## config.mk

```make
export PLATFORM = sky130hd
export DESIGN_NAME = byte_lane_data_memory
export DESIGN_NICKNAME = d
export VERILOG_FILES = /design/src/rtl/byte_lane_data_memory.sv
export SDC_FILE = /design/constraint.sdc
export NUM_CORES = 2
export LEC_CHECK = 0
export CAP_MARGIN = 40
export CORE_MARGIN = 2
export CORE_UTILIZATION = 60
export CTS_CLUSTER_SIZE = 10
export DETAILED_ROUTE_END_ITERATION = 8
export PLACE_DENSITY = 0.77
export SETUP_SLACK_MARGIN = 0.5
export SYNTH_ARGS = -nofsm -noshare
export SYNTH_HDL_FRONTEND = slang
export SYNTH_SLANG_ARGS = --single-unit
```

## constraint.sdc

```tcl
create_clock -name Clk -period 6.4 [get_ports Clk]
set_clock_uncertainty 0.2 [all_clocks]
set_input_delay 1.92 -clock Clk [delete_from_list [all_inputs] [get_ports Clk]]
set_output_delay 1.92 -clock Clk [all_outputs]
set_load 0.05 [all_outputs]
```

## src/rtl/byte_lane_data_memory.sv

```systemverilog
// Byte-lane data memory for the MIPS datapath: byte/half/word stores with lane enables,
// sign/zero-extended registered loads, alignment and range flags, optional clear-on-reset.
module byte_lane_data_memory #(
    parameter int ADDR_WIDTH     = 32,
    parameter int DEPTH_WORDS    = 64,
    parameter bit CLEAR_ON_RESET = 1'b1
) (
    input  logic                  Clk,
    input  logic                  Reset,
    input  logic                  memRead,
    input  logic                  memWrite,
    input  logic [1:0]            size,
    input  logic                  signedLoad,
    input  logic [ADDR_WIDTH-1:0] address,
    input  logic [31:0]           writeData,
    output logic                  ready,
    output logic [31:0]           readData,
    output logic                  readValid,
    output logic                  misaligned,
    output logic                  outOfRange
);

    localparam int IDX_W = (DEPTH_WORDS > 1) ? $clog2(DEPTH_WORDS) : 1;
    localparam logic [IDX_W-1:0] LAST_IDX = IDX_W'(DEPTH_WORDS - 1);
    localparam logic [ADDR_WIDTH-2:0] DEPTH_LIM = (ADDR_WIDTH-1)'(DEPTH_WORDS);

    // Handshake: a request is taken at a posedge when ready=1 and memRead|memWrite=1;
    // its result (readValid / error pulse) appears for exactly the following cycle.
    typedef enum logic {
        ST_INIT = 1'b0,
        ST_RUN  = 1'b1
    } state_t;

    state_t           state;
    logic [IDX_W-1:0] ptr;
    logic [31:0]      mem [DEPTH_WORDS];

    logic [ADDR_WIDTH-3:0] wordIdx;
    logic [IDX_W-1:0]      memIdx;
    logic [1:0]            lane;
    logic                  accept;
    logic                  bothReq;
    logic                  misalignedReq;
    logic                  outOfRangeReq;
    logic                  legal;
    logic [3:0]            laneMask;
    logic [31:0]           laneData;
    logic [31:0]           rawWord;
    logic [31:0]           shifted;
    logic [31:0]           loadValue;
    logic                  wrEn;
    logic [IDX_W-1:0]      wrIdx;
    logic [31:0]           wrData;
    logic [3:0]            wrMask;

    assign wordIdx       = address[ADDR_WIDTH-1:2];
    assign memIdx        = wordIdx[IDX_W-1:0];
    assign lane          = address[1:0];
    assign accept        = ready & (memRead | memWrite);
    assign bothReq       = memRead & memWrite;
    assign outOfRangeReq = ({1'b0, wordIdx} >= DEPTH_LIM);
    assign legal         = !misalignedReq && !outOfRangeReq;
    assign rawWord       = mem[memIdx];
    assign shifted       = rawWord >> {lane, 3'b000};

    always_comb begin
        misalignedReq = 1'b0;
        laneMask      = 4'b0000;
        laneData      = writeData;
        loadValue     = rawWord;
        case (size)
            2'b00: begin
                laneMask  = 4'b0001 << lane;
                laneData  = {4{writeData[7:0]}};
                loadValue = signedLoad ? {{24{shifted[7]}}, shifted[7:0]}
                                       : {24'b0, shifted[7:0]};
            end
            2'b01: begin
                misalignedReq = address[0];
                laneMask      = address[1] ? 4'b1100 : 4'b0011;
                laneData      = {2{writeData[15:0]}};
                loadValue     = signedLoad ? {{16{shifted[15]}}, shifted[15:0]}
                                           : {16'b0, shifted[15:0]};
            end
            2'b10: begin
                misalignedReq = |address[1:0];
                laneMask      = 4'b1111;
            end
            default: misalignedReq = 1'b1;
        endcase
    end

    // The clear sequence and normal stores share one write port.
    always_comb begin
        wrEn   = 1'b0;
        wrIdx  = memIdx;
        wrData = laneData;
        wrMask = laneMask;
        if (state == ST_INIT) begin
            if (CLEAR_ON_RESET) begin
                wrEn   = !Reset;
                wrIdx  = ptr;
                wrData = 32'b0;
                wrMask = 4'b1111;
            end
        end else begin
            wrEn = !Reset && accept && memWrite && !memRead && legal;
        end
    end

    always_ff @(posedge Clk) begin
        if (wrEn) begin
            for (int k = 0; k < 4; k++) begin
                if (wrMask[k]) begin
                    mem[wrIdx][8*k +: 8] <= wrData[8*k +: 8];
                end
            end
        end
    end

    always_ff @(posedge Clk) begin
        if (Reset) begin
            state      <= ST_INIT;
            ptr        <= '0;
            ready      <= 1'b0;
            readData   <= 32'b0;
            readValid  <= 1'b0;
            misaligned <= 1'b0;
            outOfRange <= 1'b0;
        end else begin
            case (state)
                ST_INIT: begin
                    readValid  <= 1'b0;
                    misaligned <= 1'b0;
                    outOfRange <= 1'b0;
                    if (!CLEAR_ON_RESET || ptr == LAST_IDX) begin
                        state <= ST_RUN;
                        ready <= 1'b1;
                    end else begin
                        ptr <= ptr + IDX_W'(1);
                    end
                end
                ST_RUN: begin
                    ready      <= 1'b1;
                    readValid  <= accept && memRead;
                    // A simultaneous read+write is rejected silently, never flagged.
                    misaligned <= accept && !bothReq && misalignedReq;
                    outOfRange <= accept && !bothReq && !misalignedReq && outOfRangeReq;
                    if (accept && memRead) begin
                        readData <= (bothReq || !legal) ? 32'b0 : loadValue;
                    end
                end
                default: begin
                    state <= ST_INIT;
                    ptr   <= '0;
                    ready <= 1'b0;
                end
            endcase
        end
    end

endmodule

```

==> implementation parameters <==
Parameter                              Value

Worst hold path
  HP Start ... readData[8]
  Class of the tightest hold or removal check ... register to register
  Terminating pin of the worst hold path ... readData[8]
  Number of cells on the worst hold path ... 2

Floorplanning
  Area enclosed by the die boundary ... 0.141 mm^2
  Die Height ... 376 um
  X dimension of the die ... 376 um
  Starting Density ... 60.4%
  Area inside the core boundary ... 0.137 mm^2
  Row Count ... 136
  # IOs ... 107

Timing
  Worst-Margin Slew ... 1.00 ns
  Max Clock Freq ... 185 MHz
  Slew margin rel. ... 31.4%
  Number of setup violations in the final report ... 0
  Total Negative Setup Slacks ... 0 ns
  Clock period minus worst slack ... 5.41 ns
  Unrepaired setup endpoints after global routing ... no
  Max-slew violation count ... 0
  Crit share post-route ... 84.5%
  Final hold violation count ... 0

Routing
  Number of design rule violations left after detail routing ... 0
  Antenna violation net count after detailed routing ... 0
  Total detailed-routing wirelength ... 239 mm
  Total via count after detailed routing ... 45,800
  Ratio of routed vias to standard cells ... 7.03
  Drt first pass iters ... 6
  First DRT Iteration DRCs ... 8,139
  DR WL/cell ... 36.7 um

Finish
  Nets ... 4,726
  Area overhead of the layout relative to synthesis ... 14.7%
  Proportion of layout cells with a drive suffix above 1 ... 26.8%
  Most common cell after layout, fill and taps aside ... sky130_fd_sc_hd__edfxtp_1
  Commonest cells after routing, fill and taps aside ... sky130_fd_sc_hd__edfxtp_1, sky130_fd_sc_hd__mux4_2, sky130_fd_sc_hd__buf_4, sky130_fd_sc_hd__nor2_1, sky130_fd_sc_hd__clkbuf_16

Critical path
  Cell-by-cell trace of the critical path ... buf_8, buf_12, buf_12, mux4_2, mux2i_1, buf_4, nand2_1, o21a_1, a41oi_1, and2_1, a41oi_1
  Kind of critical path ... primary input to register
  Slowest CP cell ... sky130_fd_sc_hd__mux2i_1
  Crit. End Element ... register
  Worst Path Required ... 6.90 ns
  Worst R2R Start ... mem[60][15]
  Worst-case register-to-register setup slack ... 2.44 ns
  Launching element type of the critical path ... primary input
  Endpoint of the worst register-to-register path ... readData[31]
  Depth of the most critical reg-to-reg path ... 9
  Worst Path Max Fanout ... 54
  Arrival time at the worst endpoint ... 5.91 ns
  Largest incremental delay on the critical path ... 0.73 ns

Synthesis
  Number of enable-type register cells in the synthesized netlist ... 2,048
  Post-synth top flop ... sky130_fd_sc_hd__edfxtp_1
  Sequential area share after synthesis ... 75.2%
  Number of instances in the synthesized netlist ... 4,106
  Number of different library cells in the post-synthesis netlist ... 68
  Synth warnings ... 0
  Synth Area per Inst ... 20.2 um^2
  Number of nets produced by synthesis ... 4,178
  Number of flip-flops and latches in the synthesized netlist ... 2,091
  Post-synth ARST share ... 0%
  Synth Cell Area ... 0.0829 mm^2

Clocking
  Total clock buffers created by CTS ... 228
  Post-cts sizing count ... 0
  H-tree depth reported by CTS ... 4
  Source-to-sink clock delay at the later pin of the worst-skew pair ... 0.86 ns
  Buffers inserted by post-CTS timing repair ... 0
  Buffer levels on the longest clock path ... 3
  CTS clock-pin slew for the worst setup and hold paths ... 0.06 ns
  Clock tree from TritonCTS ... done
  Cell chosen for the clock root ... sky130_fd_sc_hd__clkbuf_16
  Clk sinks ... 2,091
  Hold buffer count at CTS ... 0

GRT
  Via count of the first global-routing pass ... 45,200
  Global routing met1 resource utilization ... 47.7%
  Initial antenna violation count ... 7
  Global routing met2 resource utilization ... 50.0%
  Residual overflow from global routing ... 0
  Global router's overall resource usage ... 34.4%
  Met3 Resource Use GR ... 11.3%
  First-pass GRT wire length ... 336 mm
  Highest-utilization routing layer at the global route stage ... met2
  Largest net degree at the start of global routing ... 90

Power and ir drop
  Power density cells ... 292 mW/mm^2
  Standby leakage power ... 0.0320 uW
  Power consumption ... 27,800 uW
  Peak supply drop ... 277 uV

Place
  Number of input and output port buffers inserted ... 106
  Final Wtd Congestion ... 0.991
  Detail Placement HPWL ... 155 mm

Run
  # Max-Cap Violations ... 0

Run status
  Outcome ... finished, final reports clean
-- cell families (layout without fill, tap and decap cells) --
kind of cell	after synthesis	count (layout)	synth area share, %
flip-flops	2091	2091	75.2
multiplexers	691	691	16.3
XOR/XNOR	4	4	0.0423
AND/OR/NAND/NOR	703	703	3.52
adder cells (fa/ha/maj)	1	1	0.0151
buffers and inverters	248	867	1.75
AO/OA/AOI/OAI	368	368	3.12
other	0	3	0
-- layer usage --
metal	vias to the layer above	wire length, um
met5	-	111
met4	10	12700
met3	666	34300
met2	3622	108000
met1	23600	84700
li1	18000	-
-- state kept, by name, summed over array words and instances, names as in the netlist --
| signal | flops |
|---|---|
| mem | 2048 |
| readData | 32 |
| ptr | 6 |
| misaligned | 1 |
| outOfRange | 1 |
| readValid | 1 |
| ready | 1 |
| state | 1 |
-- report_power, final --
part	switching, uW	internal [uW]	leakage [uW]
registers	12.0	14900	0.0197
logic	886	575	0.00928
clock network	4980	6460	0.00301
total	5870	21900	0.0320
-- worst max-delay path by stage --
| stage | start | to | cells after the start |
|---|---|---|---|
| final | address[2] | readData[31] | 11 |
| after global routing | address[2] | readData[31] | 11 |
| after CTS | address[2] | readData[17] | 11 |
| after detailed placement | address[2] | readData[17] | 11 |
| after global placement | address[4] | readData[31] | 10 |
| after floorplan | size[1] | mem[0][16] | 6 |
-- synth_stat cells (33+ instances only) --
library cell	n	area, um^2
sky130_fd_sc_hd__a21oi_1	65	325
sky130_fd_sc_hd__a22oi_1	64	480
sky130_fd_sc_hd__buf_2	67	335
sky130_fd_sc_hd__buf_4	35	263
sky130_fd_sc_hd__clkbuf_1	83	312
sky130_fd_sc_hd__dfxtp_1	43	861
sky130_fd_sc_hd__edfxtp_1	2048	61500
sky130_fd_sc_hd__mux2i_1	145	1450
sky130_fd_sc_hd__mux4_1	33	867
sky130_fd_sc_hd__mux4_2	485	10900
sky130_fd_sc_hd__nand2_1	207	777
sky130_fd_sc_hd__nor2_1	364	1370
sky130_fd_sc_hd__o21ai_0	34	170
sky130_fd_sc_hd__o22ai_1	33	206
-- metrics by stage --
stage          cell area (um^2)  hold WS, ns  utilization (%)  std cells  setup WS, ns
6_report                  95100        0.293             69.2       6522         0.995
5_1_grt                   95100        0.307             69.2       6519         0.984
4_1_cts                   95100        0.294             69.2       6518          1.24
3_5_place_dp              88900        0.286             64.7       6217         0.361
3_3_place_gp              88500        0.287             64.4       6195         0.280
2_1_floorplan             82900        0.324                -       4106         0.965
-- cell type report --
type	instances	area, um^2
Antenna cell	3	7.51
Timing Repair Buffer	553	4850
Tap cell	1794	2240
Sequential cell	2091	62400
Clock inverter	14	238
Inverter	13	48.8
Clock buffer	287	5970
Multi-Input combinational cell	1767	19400
Fill cell	8107	42200
-- worst max-delay path, delay by kind of cell --
family,cells,cell delay [ns]
multiplexers,2,1.26
buffers and inverters,4,1.31
AND/OR/NAND/NOR,2,0.59
AO/OA/AOI/OAI,3,0.64
No activity file was read; power rests on OpenSTA's default activity.
